$ cat src/rtl/output_gain_ramp.sv
// Output gain stage: per-frame gain ramp toward a (possibly muted) target,
// followed by a 3-stage multiply / shift / saturate pipeline on every I2S word.
module output_gain_ramp #(
  parameter int DATA_W = 16,
  parameter int GAIN_W = 8,
  parameter int STEP   = 1
) (
  input  logic                     clk,
  input  logic                     reset,
  input  logic                     l_r_clk,
  input  logic signed [DATA_W-1:0] audio_in,
  input  logic        [GAIN_W-1:0] gain_target,
  input  logic                     mute,
  output logic signed [DATA_W-1:0] audio_out,
  output logic                     sample_valid,
  output logic                     ramping,
  output logic                     clip
);

  localparam int PROD_W = DATA_W + GAIN_W + 1;
  localparam int FRAC   = 7;
  localparam logic [GAIN_W-1:0] STEP_G = GAIN_W'(STEP);
  localparam logic signed [PROD_W-1:0] SAT_MAX =
    {{(PROD_W-DATA_W+1){1'b0}}, {(DATA_W-1){1'b1}}};
  localparam logic signed [PROD_W-1:0] SAT_MIN =
    {{(PROD_W-DATA_W+1){1'b1}}, {(DATA_W-1){1'b0}}};

  typedef enum logic [1:0] {
    MUTED     = 2'd0,
    RAMP_UP   = 2'd1,
    RAMP_DOWN = 2'd2,
    HOLD      = 2'd3
  } state_t;

  state_t state_reg, state_next;

  logic                     lr_q_reg;
  logic                     edge_det;
  logic                     rise_det;
  logic        [GAIN_W-1:0] tgt_now;
  logic        [GAIN_W-1:0] gain_cur_reg, gain_next;
  logic        [GAIN_W-1:0] gain_diff;

  logic                     s1_valid_reg;
  logic signed [DATA_W-1:0] s1_sample_reg;
  logic        [GAIN_W-1:0] s1_gain_reg;
  logic                     s2_valid_reg;
  logic signed [PROD_W-1:0] s2_prod_reg;
  logic signed [PROD_W-1:0] prod_full;
  logic signed [PROD_W-1:0] prod_shift;
  logic signed [DATA_W-1:0] sat_val;
  logic                     sat_clip;

  assign edge_det = l_r_clk ^ lr_q_reg;
  assign rise_det = edge_det & l_r_clk;
  assign tgt_now  = mute ? '0 : gain_target;

  // Step toward the target, clamping the last step so the gain never overshoots.
  always_comb begin
    gain_next = gain_cur_reg;
    gain_diff = '0;
    if (rise_det) begin
      if (gain_cur_reg < tgt_now) begin
        gain_diff = tgt_now - gain_cur_reg;
        gain_next = gain_cur_reg + ((gain_diff < STEP_G) ? gain_diff : STEP_G);
      end else if (gain_cur_reg > tgt_now) begin
        gain_diff = gain_cur_reg - tgt_now;
        gain_next = gain_cur_reg - ((gain_diff < STEP_G) ? gain_diff : STEP_G);
      end
    end
  end

  // State reflects the relation between the freshly updated gain and target.
  always_comb begin
    state_next = state_reg;
    if (rise_det) begin
      if (gain_next < tgt_now)
        state_next = RAMP_UP;
      else if (gain_next > tgt_now)
        state_next = RAMP_DOWN;
      else if (gain_next == '0)
        state_next = MUTED;
      else
        state_next = HOLD;
    end
  end

  assign ramping = (state_reg == RAMP_UP) || (state_reg == RAMP_DOWN);

  // Unsigned gain is zero-extended so the signed multiply keeps Q1.7 semantics.
  always_comb begin
    prod_full  = PROD_W'(s1_sample_reg) * $signed({1'b0, s1_gain_reg});
    prod_shift = prod_full >>> FRAC;
  end

  always_comb begin
    sat_val  = s2_prod_reg[DATA_W-1:0];
    sat_clip = 1'b0;
    if (s2_prod_reg > SAT_MAX) begin
      sat_val  = SAT_MAX[DATA_W-1:0];
      sat_clip = 1'b1;
    end else if (s2_prod_reg < SAT_MIN) begin
      sat_val  = SAT_MIN[DATA_W-1:0];
      sat_clip = 1'b1;
    end
  end

  // Every word edge enters the pipeline; one sample per clk is sustainable,
  // so closely spaced edges are simply carried through in order.
  always_ff @(posedge clk) begin
    if (reset) begin
      lr_q_reg      <= l_r_clk;
      gain_cur_reg  <= '0;
      state_reg     <= MUTED;
      s1_valid_reg  <= 1'b0;
      s1_sample_reg <= '0;
      s1_gain_reg   <= '0;
      s2_valid_reg  <= 1'b0;
      s2_prod_reg   <= '0;
      audio_out     <= '0;
      clip          <= 1'b0;
      sample_valid  <= 1'b0;
    end else begin
      lr_q_reg      <= l_r_clk;
      gain_cur_reg  <= gain_next;
      state_reg     <= state_next;
      s1_valid_reg  <= edge_det;
      s2_valid_reg  <= s1_valid_reg;
      sample_valid  <= s2_valid_reg;
      if (edge_det) begin
        s1_sample_reg <= audio_in;
        s1_gain_reg   <= gain_cur_reg;
      end
      if (s1_valid_reg)
        s2_prod_reg <= prod_shift;
      if (s2_valid_reg) begin
        audio_out <= sat_val;
        clip      <= sat_clip;
      end
    end
  end

endmodule
$ cat config.mk
export PLATFORM = sky130hd
export DESIGN_NAME = output_gain_ramp
export DESIGN_NICKNAME = d
export VERILOG_FILES = /design/src/rtl/output_gain_ramp.sv
export SDC_FILE = /design/constraint.sdc
export NUM_CORES = 1
export LEC_CHECK = 0
export ABC_CLOCK_PERIOD_IN_PS = 17310
export BUFFER_PORTS_ARGS = -buffer_cell sky130_fd_sc_hd__buf_4
export CELL_PAD_IN_SITES_DETAIL_PLACEMENT = 1
export CELL_PAD_IN_SITES_GLOBAL_PLACEMENT = 1
export CORE_UTILIZATION = 53
export CTS_CLUSTER_DIAMETER = 200
export DETAILED_ROUTE_END_ITERATION = 7
export GPL_TIMING_DRIVEN = 0
export PLACE_DENSITY = 0.94
export SLEW_MARGIN = 5
export SYNTH_ARGS = -nofsm -noshare
export SYNTH_HDL_FRONTEND = slang
export SYNTH_SLANG_ARGS = --single-unit
$ cat constraint.sdc
create_clock -name clk -period 17.31 [get_ports clk]
set_input_delay 1.731 -clock clk [delete_from_list [all_inputs] [get_ports clk]]
set_output_delay 1.731 -clock clk [all_outputs]
set_load 0.1 [all_outputs]
==> impl_metrics.yaml, run 1 <==
run_status:
  outcome: "finished, final reports clean"
route:
  dr.pass1.iters: 5
  num_vias: 7720
  drc_errors: 0
  routed_wl_um: 30000
  ant_nets: 0
  drt_iter0_drc: 524
  wl_per_cell_um: 23.51
  avgViaCountPerCell: 6.050
yosys:
  syn_avg_cell_area_um2: 8.725
  synthArstFlopShare_pct: 0
  ys_types: 71
  ys_ff_latch: 73
  synth_edf_count: 0
  netlist_area_um2: 8612
  synthFlopType: "dfxtp_1"
  synth.top_cell.area_share_pct: 24.41
  syn_inst: 987
  yosys-top-cells-area: "fa_1, dfxtp_1, ha_1, inv_1, and2_1"
  yosysMostFrequentCell: "inv_1"
  yosys-top-cells-count: "inv_1, fa_1, and2_1, ha_1, nand2_1"
  synth_mux_area_share_pct: 4.794
  synthSimpleGateAreaFrac_pct: 17.99
  synth_compound_area_share_pct: 11.48
  ys_seq_area_share_pct: 16.97
  synth_top_family_by_area: "adder cells"
  yosysWarnings: 0
  synth_top_area_cell: "fa_1"
  synthAdderAreaFrac_pct: 36.32
  yosys.area_share.xor_xnor_pct: 3.661
timing:
  min_period_over_period_pct: 40.59
  period_minus_slack_ns: 7.026
  fmax_mhz: 142.3
  finalSetupViolCount: 0
  hold_viol_final: 0
  skew_ns: 0.006298
  report.final.slew_viol_count: 0
  worst_slew_pin_slew_ns: 0.9451
  tns_ns: 0
  slew_headroom_pct: 36.43
  rsz0062_at_grt: "no"
worst_hold_path:
  min_path_type: "flop to flop"
global_route:
  grt_pass1_vias: 8997
  grt_pass1_wl_um: 47820
  gr-total-overflow: 0
  antenna_found_initial: 0
  grt_max_degree: 13
  grt_usage_pct: 38.63
setup_path:
  crit_chain: "buf_6 > nand2b_1 > ha_1 > fa_1 > and2_1 > o2111ai_1 > a211oi_1 > o221ai_1 > nor2_2 > nor2_1 > fa_1 > a211oi_1 > o21bai_1 > a21oi_1 > xnor2_1 > o22ai_1 > a21oi_1 > ha_1 > and4_1 > a21oi_1 > nand2_1 > o21ai_1 > nor2_1 > a2111oi_2"
  worstPathRequired_ns: 17.56
  path_buf_inv: 1
  crit_family: "compound AO/OA/AOI/OAI gates"
  worst_path_largest_cell_delay_ns: 0.48
  cp_max_fo: 10
  critPathCaptureType: "flop"
  crit_top_cell: "a21oi_1"
  worstPathArrival_ns: 7.28
  startpoint_type: "primary input"
  cp_slowest_cell: "fa_1"
  crit_type: "primary input to flop"
die:
  pin_count: 47
  die_area_um2: 16760
  fp.dieH_um: 129.5
  core_um2: 15890
  start_util_pct: 54.21
  dieWidth_um: 129.5
  rows: 46
power_and_ir_drop:
  ir_drop_mv: 0.04747
  power_leakage_uw: 0.004832
  clkPwrFrac_pct: 34.7
  switching_share_pct: 38.06
  switchingPower_uw: 239.9
  powerDensity_nw_per_um2: 65.68
  cell_internal_pwr_uw: 390.3
  combPwrFrac_pct: 34.5
  p_seq_share_pct: 30.9
clock_tree:
  postCtsSetupRepairBufs: 0
  cts_buffers: 9
  htreeDepth: 3
  cts_tree: "done"
  cts.clk_slew.worst_paths_ns: 0.06
  cts-resized-gates: 0
  cts_hold_buf: 0
  cts-root-buf: "clkbuf_16"
  clk_latency_ns: 0.36
  cts.sinks: 73
  clock_path_buffers: 2
finish:
  area_growth_pct: 11.42
  num_antenna_cells: 0
  fin_area_um2: 9595
  drive_gt1_share_pct: 7.264
  largest_reg_flops: 18
  stdcell_count: 1276
  final_nets: 1270
placement:
  io_buffers: 45
  gp_congestion: 0.8608
  post-place-cells: 1260
  hpwl_um: 21630
  placed_cell_area_um2: 9265
flow_run:
  maxCapViolations: 0
power by group through the flow:
stage	Combinational (uW)	Clock (uW)	Sequential, uW
finish	217	218	195
global route	235	223	195
CTS	212	218	194
global placement	187	0	195
detailed placement	204	0	197
floorplan	143	0	193
cell usage in the layout (no fill, tap or decap), types with 20 or more instances in the layout:
| cell type | n |
|---|---|
| a21oi_1 | 51 |
| and2_1 | 84 |
| buf_4 | 45 |
| clkbuf_1 | 27 |
| dfxtp_1 | 73 |
| fa_1 | 105 |
| ha_1 | 82 |
| inv_1 | 157 |
| mux2i_1 | 39 |
| nand2_1 | 78 |
| nand2b_1 | 23 |
| nor2_1 | 72 |
| o21ai_0 | 25 |
| xnor2_1 | 20 |
worst paths after layout:
path,startpoint,to,slack [ns],cells past startpoint
worst max-delay path,mute,state_reg[0]$_SDFFE_PP0P_,10.28,24
worst min-delay path,audio_out[9]$_SDFFE_PP0P_,audio_out[9]$_SDFFE_PP0P_,0.49,2
worst max register to register,s1_gain_reg[2]$_SDFFE_PP0P_,s2_prod_reg[16]$_SDFFE_PP0P_,10.52,21
worst min register to register,audio_out[9]$_SDFFE_PP0P_,audio_out[9]$_SDFFE_PP0P_,0.49,2
area by class of cell:
cell class | instances | area (um2)
Multi-Input combinational cell | 731 | 6446
Timing Repair Buffer | 45 | 337.8
Sequential cell | 73 | 1461
Tap cell | 216 | 270.3
Fill cell | 1912 | 6290
Inverter | 158 | 593.1
Clock inverter | 5 | 77.57
Buffer | 37 | 156.4
Clock buffer | 11 | 252.7
cell families (layout without fill, tap and decap cells):
family,count (synthesis),count (layout)
adders and majority gates,187,187
xor gates and xnor gates,36,36
AOI/OAI and AO/OA,151,151
DFF,73,73
and+or+nand+nor,302,302
other,2,14
muxes,41,41
buffers and inverters,195,256
per-stage QoR:
stage | setup slack (ns) | hold WS [ns] | power [uW] | util [%]
after floorplan | 11.21 | 0.4437 | 336.7 | -
after global placement | 10.43 | 0.4587 | 382.6 | 58.33
after detailed placement | 10.34 | 0.4721 | 400.6 | 58.33
after CTS | 10.47 | 0.4846 | 623.5 | 60.40
after global routing | 10.02 | 0.5047 | 653.0 | 60.40
final | 10.28 | 0.4853 | 630.2 | 60.40
worst reg2reg max path, cell delays in order (launching register included):
cell and delay [ns]:
dfxtp_1 0.32, clkbuf_1 0.37, clkbuf_1 0.48, nand2_1 0.19
fa_1 0.58, inv_1 0.07, fa_1 0.52, inv_1 0.05
fa_1 0.48, inv_1 0.07, fa_1 0.52, ha_1 0.38
a21o_1 0.22, a21oi_1 0.32, nand3_1 0.15, a41oi_2 0.27
o21bai_2 0.16, a31o_1 0.29, a221o_1 0.41, a21o_1 0.26
a211o_1 0.34, a32o_1 0.25
routing by layer:
metal	up-vias	GRT usage (%)	wire length, um
met5	-	0	0
met4	0	30.92	2318
met3	175	6.111	1697
met2	376	66.76	14970
met1	3880	42.38	11010
li1	3289	-	-
No activity file was read; power rests on OpenSTA's default activity.
==> run 2, diff against run 1 <==
- ABC_CLOCK_PERIOD_IN_PS: 17310 -> 7300
- CORE_UTILIZATION: 53 -> 49
- PLACE_DENSITY: 0.94 -> 0.89
- clock period: 17.31 -> 7.3 ns (I/O delays scaled with it)
==> run 2 against run 1 <==
- total power is 130% higher
- setup slack worse by 9.7 ns
- non-clock buffer count stayed put
- clock-buffer cell count is 3 higher
- cell count is 0.71% higher
- critical path depth is 3 lower
- sequential share of layout area hardly changed
- largest power group is now combinational cells
- sequential cell count stayed put
- die area is 8.0% higher
- design area is 0.10% lower
==> impl_metrics.yaml, run 2 (same netlist as run 1, synthesis figures left out) <==
clock_tree:
  cts_buffers: 9
  clock_path_buffers: 2
  clk_latency_ns: 0.36
  postCtsSetupRepairBufs: 0
  cts-resized-gates: 0
  cts_hold_buf: 0
  htreeDepth: 3
  cts-root-buf: "clkbuf_16"
  cts_tree: "done"
  cts.sinks: 73
  cts.clk_slew.worst_paths_ns: 0.06
finish:
  final_cell_mix: "inv_1, fa_1, and2_1"
  regArea_um2: 1461
  final_nets: 1270
  stdcell_count: 1285
  n_fill_cell: 2034
  fin_area_um2: 9585
  area_growth_pct: 11.30
  multiInputGateArea_um2: 6446
  largest_reg_flops: 18
  num_antenna_cells: 0
  drive_gt1_share_pct: 7.075
  layout_commonest_cell: "inv_1"
global_route:
  grt_pass1_vias: 8177
  grt_max_degree: 12
  grt_util_met1_pct: 36.44
  gr-total-overflow: 0
  grt_usage_pct: 31.02
  antenna_found_initial: 0
  grt.busiest_layer: "met2"
  grt_pass1_wl_um: 42740
  grt_use_met2_pct: 53.63
  use_met3_pct: 5.480
worst_hold_path:
  min_path_type: "flop to flop"
  min_from: "audio_out[13]$_SDFFE_PP0P_"
  hold_end: "audio_out[13]$_SDFFE_PP0P_"
  hold_depth: 2
route:
  dr.pass1.iters: 5
  drc_errors: 0
  wl_per_cell_um: 20.21
  avgViaCountPerCell: 5.698
  ant_nets: 0
  routed_wl_um: 25970
  drt_iter0_drc: 466
  num_vias: 7322
die:
  die_area_um2: 18110
  start_util_pct: 49.96
  fp.dieH_um: 134.6
  rows: 48
  dieWidth_um: 134.6
  core_um2: 17240
  pin_count: 47
setup_path:
  crit_type: "flop to flop"
  crit_family: "compound AO/OA/AOI/OAI gates"
  regToRegSetupSlack_ns: 0.54
  worst_path_largest_cell_delay_ns: 0.58
  crit_top_cell: "fa_1"
  cp_max_fo: 10
  reg2reg_to: "s2_prod_reg[16]$_SDFFE_PP0P_"
  r2r_cells: 21
  rr_startpoint: "s1_gain_reg[2]$_SDFFE_PP0P_"
  startpoint_type: "flop"
  cp_slowest_cell: "fa_1"
  critPathCaptureType: "flop"
  worstPathArrival_ns: 7.00
  path_buf_inv: 5
  crit_chain: "clkbuf_1 > clkbuf_1 > nand2_1 > fa_1 > inv_1 > fa_1 > inv_1 > fa_1 > inv_1 > fa_1 > ha_1 > a21o_1 > a21oi_1 > nand3_1 > a41oi_2 > o21bai_2 > a31o_1 > a221o_1 > a21o_1 > a211o_1 > a32o_1"
  worstPathRequired_ns: 7.54
timing:
  fmax_mhz: 147.8
  hold_viol_final: 0
  finalSetupViolCount: 0
  hold_ws_ns: 0.4680
  worst_slew_pin_slew_ns: 0.8212
  tns_ns: 0
  min_period_over_period_pct: 92.66
  report.final.slew_viol_count: 0
  skew_ns: 0.009071
  period_minus_slack_ns: 6.764
  slew_headroom_pct: 45.25
  rsz0062_at_grt: "no"
placement:
  io_buffers: 45
  gp_congestion: 0.8653
  placed_cell_area_um2: 9276
  hpwl_um: 19630
  post-place-cells: 1269
power_and_ir_drop:
  powerDensity_nw_per_um2: 148.4
  combPwrFrac_pct: 34.6
  switchingPower_uw: 523.0
  power_leakage_uw: 0.004823
  clkPwrFrac_pct: 33.1
  p_seq_share_pct: 32.3
  ir_drop_mv: 0.1167
  switching_share_pct: 36.78
  cell_internal_pwr_uw: 899.2
run_status:
  outcome: "finished, final reports clean"
flow_run:
  maxCapViolations: 0
==> run 2: cell count changes in the layout (fill, tap and decap cells not counted) <==
cell | previous run | this run
clkbuf_8 | 2 | 3
clkbuf_1 | 27 | 29
bufinv_16 | 2 | 1
clkinvlp_4 | 1 | 0
clkinv_2 | 2 | 1
==> run 2: cell type report <==
cell class	count	area share, %
flip-flops and latches	73	15.25
well taps	225	2.937
clock inverters	2	0.3655
plain buffers	37	1.632
inverters	158	6.187
clock buffers	14	2.859
multi-input cells	731	67.25
repair buffers	45	3.524
==> run 2: worst reg2reg max path, stage by stage (launching register included) <==
cell and delay [ns]:
dfxtp_1 0.30, clkbuf_1 0.36, clkbuf_1 0.54, nand2_1 0.19, fa_1 0.58, inv_1 0.06, fa_1 0.52, inv_1 0.06
fa_1 0.47, inv_1 0.06, fa_1 0.48, ha_1 0.37, a21o_1 0.21, a21oi_1 0.31, nand3_1 0.15, a41oi_2 0.29
o21bai_2 0.15, a31o_1 0.28, a221o_1 0.40, a21o_1 0.25, a211o_1 0.34, a32o_1 0.27
==> run 2: how the worst max path moves through the flow <==
| stage | start | endpoint | slack (ns) | cells after the start |
|---|---|---|---|---|
| 3_5_place_dp | s1_gain_reg[2]$_SDFFE_PP0P_ | s2_prod_reg[16]$_SDFFE_PP0P_ | 0.73 | 21 |
| 3_3_place_gp | s1_gain_reg[2]$_SDFFE_PP0P_ | s2_prod_reg[16]$_SDFFE_PP0P_ | 0.99 | 21 |
| 5_1_grt | s1_gain_reg[2]$_SDFFE_PP0P_ | s2_prod_reg[16]$_SDFFE_PP0P_ | 0.33 | 21 |
| 2_1_floorplan | s1_gain_reg[2]$_SDFFE_PP0P_ | s2_prod_reg[16]$_SDFFE_PP0P_ | 1.71 | 21 |
| 6_report | s1_gain_reg[2]$_SDFFE_PP0P_ | s2_prod_reg[16]$_SDFFE_PP0P_ | 0.54 | 21 |
| 4_1_cts | s1_gain_reg[2]$_SDFFE_PP0P_ | s2_prod_reg[16]$_SDFFE_PP0P_ | 0.64 | 21 |
==> run 2: layer usage <==
metal  vias to the layer above  share of wire, %
met4                         0               5.3
met3                       108               5.9
met1                      3660                39
li1                       3280                 -
met2                       274                50
met5                         -                 0
==> run 2: power groups by stage <==
stage | Clock (uW) | Sequential, uW | Combinational, uW
after floorplan | 0 | 458 | 340
after global placement | 0 | 463 | 446
after CTS | 474 | 458 | 487
after global routing | 494 | 461 | 542
final | 471 | 459 | 492
after detailed placement | 0 | 465 | 474
==> run 2: stage by stage <==
stage / setup slack [ns] / utilization, % / total power (uW)
2_1_floorplan: 1.714 / - / 798.5
3_3_place_gp: 0.9931 / 53.82 / 909.3
3_5_place_dp: 0.7306 / 53.82 / 939.5
4_1_cts: 0.6408 / 55.61 / 1418
5_1_grt: 0.3274 / 55.61 / 1497
6_report: 0.5357 / 55.61 / 1422
